`config.mk`:
```
export PLATFORM = sky130hd
export DESIGN_NAME = memory_s_sp_2048_x_32_arbiter
export DESIGN_NICKNAME = d
export VERILOG_FILES = /design/src/rtl/memory_s_sp_2048_x_32_arbiter.sv
export SDC_FILE = /design/constraint.sdc
export NUM_CORES = 1
export LEC_CHECK = 0
export ABC_CLOCK_PERIOD_IN_PS = 6000
export BUFFER_PORTS_ARGS = -buffer_cell sky130_fd_sc_hd__buf_2
export CORE_MARGIN = 4
export CORE_UTILIZATION = 47
export DETAILED_ROUTE_END_ITERATION = 12
export PLACE_DENSITY = 0.9
export SETUP_SLACK_MARGIN = 0.02
export SYNTH_ARGS = -nofsm -noshare
export SYNTH_HDL_FRONTEND = slang
export SYNTH_SLANG_ARGS = --single-unit
export TNS_END_PERCENT = 1
```
`constraint.sdc`:
```
create_clock -name sram_clock -period 6 [get_ports sram_clock]
set_input_delay 1.2 -clock sram_clock [delete_from_list [all_inputs] [get_ports sram_clock]]
set_output_delay 1.2 -clock sram_clock [all_outputs]
set_load 0.02 [all_outputs]
```
`src/rtl/memory_s_sp_2048_x_32_arbiter.sv`:
```
// rtl/memory_s_sp_2048_x_32_arbiter.sv - round-robin two-port arbiter with byte-write RMW for a 2048x32 SRAM
module memory_s_sp_2048_x_32_arbiter (
   input  logic        sram_clock,
   input  logic        sram_reset_n,
   input  logic        a_req,
   input  logic        a_read_not_write,
   input  logic [10:0] a_address,
   input  logic [31:0] a_write_data,
   input  logic [3:0]  a_byte_enables,
   output logic        a_ack,
   output logic        a_read_data_valid,
   input  logic        b_req,
   input  logic        b_read_not_write,
   input  logic [10:0] b_address,
   input  logic [31:0] b_write_data,
   input  logic [3:0]  b_byte_enables,
   output logic        b_ack,
   output logic        b_read_data_valid,
   output logic [31:0] read_data,
   output logic        sram_read,
   output logic        sram_write,
   output logic [10:0] sram_address,
   output logic [31:0] sram_write_data,
   input  logic [31:0] sram_read_data
);

   typedef enum logic {ST_IDLE, ST_MERGE} state_e;

   state_e      state_q, state_d;
   logic        last_b_q, last_b_d;
   logic        port_b_q, port_b_d;
   logic [10:0] addr_q, addr_d;
   logic [31:0] data_q, data_d;
   logic [3:0]  be_q, be_d;
   logic        a_rdv_q, a_rdv_d;
   logic        b_rdv_q, b_rdv_d;

   logic        gnt_b;
   logic        g_rnw;
   logic [10:0] g_addr;
   logic [31:0] g_data;
   logic [3:0]  g_be;
   logic        a_ack_c, b_ack_c, rd_c, wr_c;
   logic [10:0] addr_c;
   logic [31:0] wdata_c;

   always_comb begin
      state_d  = state_q;
      last_b_d = last_b_q;
      port_b_d = port_b_q;
      addr_d   = addr_q;
      data_d   = data_q;
      be_d     = be_q;
      a_rdv_d  = 1'b0;
      b_rdv_d  = 1'b0;
      a_ack_c  = 1'b0;
      b_ack_c  = 1'b0;
      rd_c     = 1'b0;
      wr_c     = 1'b0;
      addr_c   = '0;
      wdata_c  = '0;
      // B wins only when A is idle or A was the previous grantee.
      gnt_b    = b_req & (~a_req | ~last_b_q);
      g_rnw    = gnt_b ? b_read_not_write : a_read_not_write;
      g_addr   = gnt_b ? b_address        : a_address;
      g_data   = gnt_b ? b_write_data     : a_write_data;
      g_be     = gnt_b ? b_byte_enables   : a_byte_enables;

      case (state_q)
         ST_IDLE: begin
            if (a_req | b_req) begin
               last_b_d = gnt_b;
               if (g_rnw) begin
                  rd_c    = 1'b1;
                  addr_c  = g_addr;
                  a_ack_c = ~gnt_b;
                  b_ack_c = gnt_b;
                  a_rdv_d = ~gnt_b;
                  b_rdv_d = gnt_b;
               end else if (g_be == 4'hf) begin
                  wr_c    = 1'b1;
                  addr_c  = g_addr;
                  wdata_c = g_data;
                  a_ack_c = ~gnt_b;
                  b_ack_c = gnt_b;
               end else if (g_be == 4'h0) begin
                  a_ack_c = ~gnt_b;
                  b_ack_c = gnt_b;
               end else begin
                  rd_c     = 1'b1;
                  addr_c   = g_addr;
                  port_b_d = gnt_b;
                  addr_d   = g_addr;
                  data_d   = g_data;
                  be_d     = g_be;
                  state_d  = ST_MERGE;
               end
            end
         end
         ST_MERGE: begin
            wr_c   = 1'b1;
            addr_c = addr_q;
            for (int n = 0; n < 4; n++) begin
               wdata_c[8*n +: 8] = be_q[n] ? data_q[8*n +: 8] : sram_read_data[8*n +: 8];
            end
            a_ack_c = ~port_b_q;
            b_ack_c = port_b_q;
            state_d = ST_IDLE;
         end
         default: state_d = ST_IDLE;
      endcase
   end

   always_ff @(posedge sram_clock or negedge sram_reset_n) begin
      if (!sram_reset_n) begin
         state_q  <= ST_IDLE;
         last_b_q <= 1'b1;
         port_b_q <= 1'b0;
         addr_q   <= '0;
         data_q   <= '0;
         be_q     <= '0;
         a_rdv_q  <= 1'b0;
         b_rdv_q  <= 1'b0;
      end else begin
         state_q  <= state_d;
         last_b_q <= last_b_d;
         port_b_q <= port_b_d;
         addr_q   <= addr_d;
         data_q   <= data_d;
         be_q     <= be_d;
         a_rdv_q  <= a_rdv_d;
         b_rdv_q  <= b_rdv_d;
      end
   end

   // Combinational outputs are forced low while reset is held so a pending merge never reaches the SRAM.
   assign a_ack             = sram_reset_n & a_ack_c;
   assign b_ack             = sram_reset_n & b_ack_c;
   assign sram_read         = sram_reset_n & rd_c;
   assign sram_write        = sram_reset_n & wr_c;
   assign sram_address      = sram_reset_n ? addr_c : '0;
   assign sram_write_data   = sram_reset_n ? wdata_c : '0;
   assign read_data         = sram_reset_n ? sram_read_data : '0;
   assign a_read_data_valid = a_rdv_q;
   assign b_read_data_valid = b_rdv_q;

endmodule

```
==> impl_metrics.prom <==
# TYPE chip_impl_metric gauge
chip_impl_metric{name="multi_input_comb_area",unit="mm²"} 0.00199
chip_impl_metric{name="drt_iter0_markers",unit=""} 72
chip_impl_metric{name="avgViaCountPerCell",unit=""} 5.24
chip_impl_metric{name="antenna_diodes",unit=""} 0
chip_impl_metric{name="required",unit="ns"} 4.80
chip_impl_metric{name="syn-mean-instance-area",unit="µm²"} 9.65
chip_impl_info{name="final_common_cell",value="sky130_fd_sc_hd__buf_2"} 1
chip_impl_metric{name="cts.htree.levels",unit=""} 2
chip_impl_metric{name="net_count_of_the_mapped_netlist",unit=""} 503
chip_impl_metric{name="ant_nets",unit=""} 0
chip_impl_metric{name="detailroute.via_count",unit=""} 3497
chip_impl_metric{name="metal3_wl",unit="µm"} 653
chip_impl_metric{name="clock_sinks",unit=""} 52
chip_impl_metric{name="max_slew.worst_pin.slew",unit="ns"} 0.817
chip_impl_metric{name="gpl_congestion",unit=""} 0.836
chip_impl_metric{name="post-route-period-util",unit=""} 0.787
chip_impl_metric{name="final_max_slew_viol_count",unit=""} 0
chip_impl_metric{name="finalHoldViolations",unit=""} 0
chip_impl_info{name="critPathSlowestCell",value="sky130_fd_sc_hd__or4_1"} 1
chip_impl_metric{name="design.die.area",unit="mm²"} 0.00908
chip_impl_metric{name="power_leakage",unit="µW"} 0.00264
chip_impl_metric{name="max_cap_violations",unit=""} 0
chip_impl_metric{name="register_area",unit="mm²"} 0.00130
chip_impl_info{name="commonest_cells_after_routing_fill_and_taps_aside",value="sky130_fd_sc_hd__buf_2, sky130_fd_sc_hd__mux2i_1, sky130_fd_sc_hd__dfrtp_1, sky130_fd_sc_hd__inv_1, sky130_fd_sc_hd__o22ai_1"} 1
chip_impl_metric{name="grt_max_degree",unit=""} 52
chip_impl_metric{name="cts-root-to-sink-buffers",unit=""} 2
chip_impl_metric{name="finalPower",unit="µW"} 1510
chip_impl_info{name="cts_root_buf",value="sky130_fd_sc_hd__clkbuf_8"} 1
chip_impl_metric{name="fp.coreArea",unit="mm²"} 0.00733
chip_impl_metric{name="wl_met2",unit="mm"} 5.49
chip_impl_metric{name="max_clock_freq",unit="GHz"} 0.212
chip_impl_info{name="worst_hold_path_type",value="flop to flop"} 1
chip_impl_metric{name="final_layout_size_suffix_gt1_frac",unit=""} 0.401
chip_impl_info{name="timing.critical_path.cells",value="buf_2, a21boi_4, buf_4, nor3_1, or4_1, nor3_1, buf_2"} 1
chip_impl_metric{name="post-cts-setup-buffer-count",unit=""} 0
chip_impl_metric{name="highest_ir_drop_seen_on_vdd",unit="µV"} 142
chip_impl_info{name="cts_tree",value="yes"} 1
chip_impl_metric{name="io_buffer_count",unit=""} 212
chip_impl_info{name="critical_path.startpoint_type",value="input port"} 1
chip_impl_metric{name="insertion_delay",unit="ns"} 0.30
chip_impl_metric{name="clkTransAtPathRegs",unit="ns"} 0.09
chip_impl_metric{name="power_per_cell_area",unit="mW/mm²"} 315
chip_impl_info{name="worstSetupPathType",value="input port to output port"} 1
chip_impl_metric{name="io-pin-count",unit=""} 213
chip_impl_metric{name="initial_antenna_violation_count",unit=""} 0
chip_impl_metric{name="finalClockSkew",unit="ns"} 0.00609
chip_impl_metric{name="synth_cell_type_count",unit=""} 30
chip_impl_metric{name="post_cts_resize_count",unit=""} 0
chip_impl_metric{name="initial_utilization",unit=""} 0.488
chip_impl_metric{name="dpl.hpwl",unit="mm"} 8.13
chip_impl_metric{name="ys.warnings.count",unit=""} 0
chip_impl_metric{name="max-slew-margin-rel",unit=""} 0.455
chip_impl_metric{name="yosysSeqAreaShare",unit=""} 0.364
chip_impl_metric{name="critical_path.max_fanout",unit=""} 51
chip_impl_metric{name="post_cts_hold_buffer_count",unit=""} 0
chip_impl_metric{name="routed_wirelength",unit="mm"} 10.4
chip_impl_metric{name="syn-instance-count",unit=""} 371
chip_impl_info{name="outcome",value="finished clean"} 1
chip_impl_metric{name="die_height",unit="µm"} 95.3
chip_impl_metric{name="row_count",unit=""} 31
chip_impl_metric{name="tritoncts.num_buffers",unit=""} 5
chip_impl_metric{name="route.detailed.wl_per_inst",unit="µm"} 15.6
chip_impl_metric{name="drt_first_pass_iters",unit=""} 4
chip_impl_metric{name="first_pass_grt_wire_length",unit="mm"} 16.2
chip_impl_metric{name="area.growth.synth_to_final",unit="%"} 33.6
chip_impl_info{name="setup.worst_path.end_class",value="output port"} 1
chip_impl_metric{name="finalSetupViolCount",unit=""} 0
chip_impl_info{name="grt_setup_unrepaired",value="false"} 1
chip_impl_metric{name="first_global_vias",unit=""} 3549
chip_impl_metric{name="crit_path_max_incr_delay",unit="ns"} 0.77
chip_impl_metric{name="fillCellCount",unit=""} 620
chip_impl_metric{name="overflow",unit=""} 0
chip_impl_metric{name="final_tns_setup",unit="ns"} 0
chip_impl_metric{name="post_synth_instance_area",unit="mm²"} 0.00358
chip_impl_info{name="crit-reg2reg-launch",value="last_b_q"} 1
chip_impl_metric{name="synth_seq_cells",unit=""} 52
chip_impl_metric{name="drc",unit=""} 0
chip_impl_info{name="hp-start",value="addr_q[9]"} 1
chip_impl_metric{name="finish.net_count",unit=""} 700
chip_impl_metric{name="timing.final.crit_period",unit="ns"} 4.72
chip_impl_info{name="worst_setup_path_startpoint",value="b_req"} 1
chip_impl_metric{name="arrival",unit="ns"} 3.52
chip_impl_metric{name="die-width",unit="µm"} 95.3
chip_impl_metric{name="drt-met1-wl",unit="mm"} 4.08
chip_impl_metric{name="grt_util_all_layers",unit=""} 0.224
chip_impl_info{name="dr.max_layer_used",value="met4"} 1
==> path summary, 6_finish.rpt <==
path,endpoint,slack [ns],depth (start not counted)
max,sram_read,1.28,7
min,addr_q[9],0.53,2
max reg2reg,be_q[0],2.83,6
min reg2reg,addr_q[9],0.53,2
max in group asynchronous,port_b_q,4.29,2
min in group asynchronous,addr_q[4],0.84,1
==> routing by layer <==
layer,vias up,GRT usage
li1,1704,-
met1,1653,0.264
met2,124,0.408
met3,16,0.0379
met4,0,0.0757
met5,-,0
==> registers in the layout, summed over array words and instances, names as in the netlist <==
| register | flops |
|---|---|
| a_read_data_valid | 1 |
| last_b_q | 1 |
| b_read_data_valid | 1 |
| port_b_q | 1 |
| state_q | 1 |
| be_q | 4 |
| addr_q | 11 |
| data_q | 32 |
==> synthesized netlist by cell type <==
| master | instances | area (µm²) |
|---|---|---|
| sky130_fd_sc_hd__buf_6 | 1 | 11.3 |
| sky130_fd_sc_hd__a21oi_1 | 3 | 15.0 |
| sky130_fd_sc_hd__inv_1 | 46 | 173 |
| sky130_fd_sc_hd__a21boi_0 | 1 | 7.51 |
| sky130_fd_sc_hd__a21boi_1 | 1 | 7.51 |
| sky130_fd_sc_hd__buf_1 | 4 | 15.0 |
| sky130_fd_sc_hd__nand2b_1 | 1 | 6.26 |
| sky130_fd_sc_hd__buf_2 | 10 | 50.1 |
| sky130_fd_sc_hd__mux2_1 | 5 | 56.3 |
| sky130_fd_sc_hd__mux2i_1 | 119 | 1190 |
| sky130_fd_sc_hd__a31oi_1 | 1 | 6.26 |
| sky130_fd_sc_hd__buf_4 | 2 | 15.0 |
| sky130_fd_sc_hd__nand3_1 | 2 | 10.0 |
| sky130_fd_sc_hd__a21bo_1 | 1 | 10.0 |
| sky130_fd_sc_hd__o32ai_1 | 1 | 8.76 |
| sky130_fd_sc_hd__nand4_1 | 2 | 12.5 |
| sky130_fd_sc_hd__clkbuf_1 | 12 | 45.0 |
| sky130_fd_sc_hd__nor3_1 | 7 | 35.0 |
| sky130_fd_sc_hd__nand2_1 | 15 | 56.3 |
| sky130_fd_sc_hd__a211oi_2 | 1 | 12.5 |
| sky130_fd_sc_hd__o22ai_1 | 44 | 275 |
| sky130_fd_sc_hd__dfrtp_1 | 51 | 1280 |
| sky130_fd_sc_hd__nand4b_1 | 1 | 8.76 |
| sky130_fd_sc_hd__and2_1 | 32 | 200 |
| sky130_fd_sc_hd__a32oi_1 | 1 | 8.76 |
| sky130_fd_sc_hd__or4_1 | 3 | 22.5 |
| sky130_fd_sc_hd__dfstp_2 | 1 | 26.3 |
| sky130_fd_sc_hd__nor2_1 | 1 | 3.75 |
| sky130_fd_sc_hd__nor2b_1 | 1 | 6.26 |
| sky130_fd_sc_hd__a311oi_1 | 1 | 8.76 |
==> worst max-delay path, delay by kind of cell <==
kind | cells | cell delay, ns
buffers and inverters | 3 | 0.97
AND/OR/NAND/NOR | 3 | 1.11
AO/OA/AOI/OAI | 1 | 0.19
==> area by class of cell <==
class	instances	share of cell area
clock buffers	7	0.0160
well taps	99	0.0259
inverters	46	0.0361
flip-flops and latches	52	0.272
multi-input cells	244	0.416
clock inverters	1	0.00105
repair buffers	219	0.233
==> logic make-up (layout without fill, tap and decap cells) <==
family                 count (synthesis)  after routing  share of synthesized area
AO/OA/AOI/OAI                         55             55                      0.101
buffers and inverters                 75            273                     0.0863
flip-flops                            52             52                      0.364
multiplexers                         124            124                      0.348
AND/OR/NAND/NOR                       65             65                      0.101
==> report_power, final <==
group | total, µW | switching, µW | internal [µW]
logic | 653 | 339 | 315
clock network | 190 | 108 | 82.1
registers | 663 | 143 | 521
==> through the flow <==
stage	util	setup slack, ns	cells	area [µm²]	hold WS [ns]
floorplan	-	2.15	371	3580	0.482
global placement	0.642	1.38	660	4700	0.505
detailed placement	0.642	1.29	660	4700	0.513
CTS	0.653	1.29	668	4780	0.529
global route	0.653	1.13	668	4780	0.548
finish	0.653	1.28	668	4780	0.526
No activity file was read; power rests on OpenSTA's default activity.
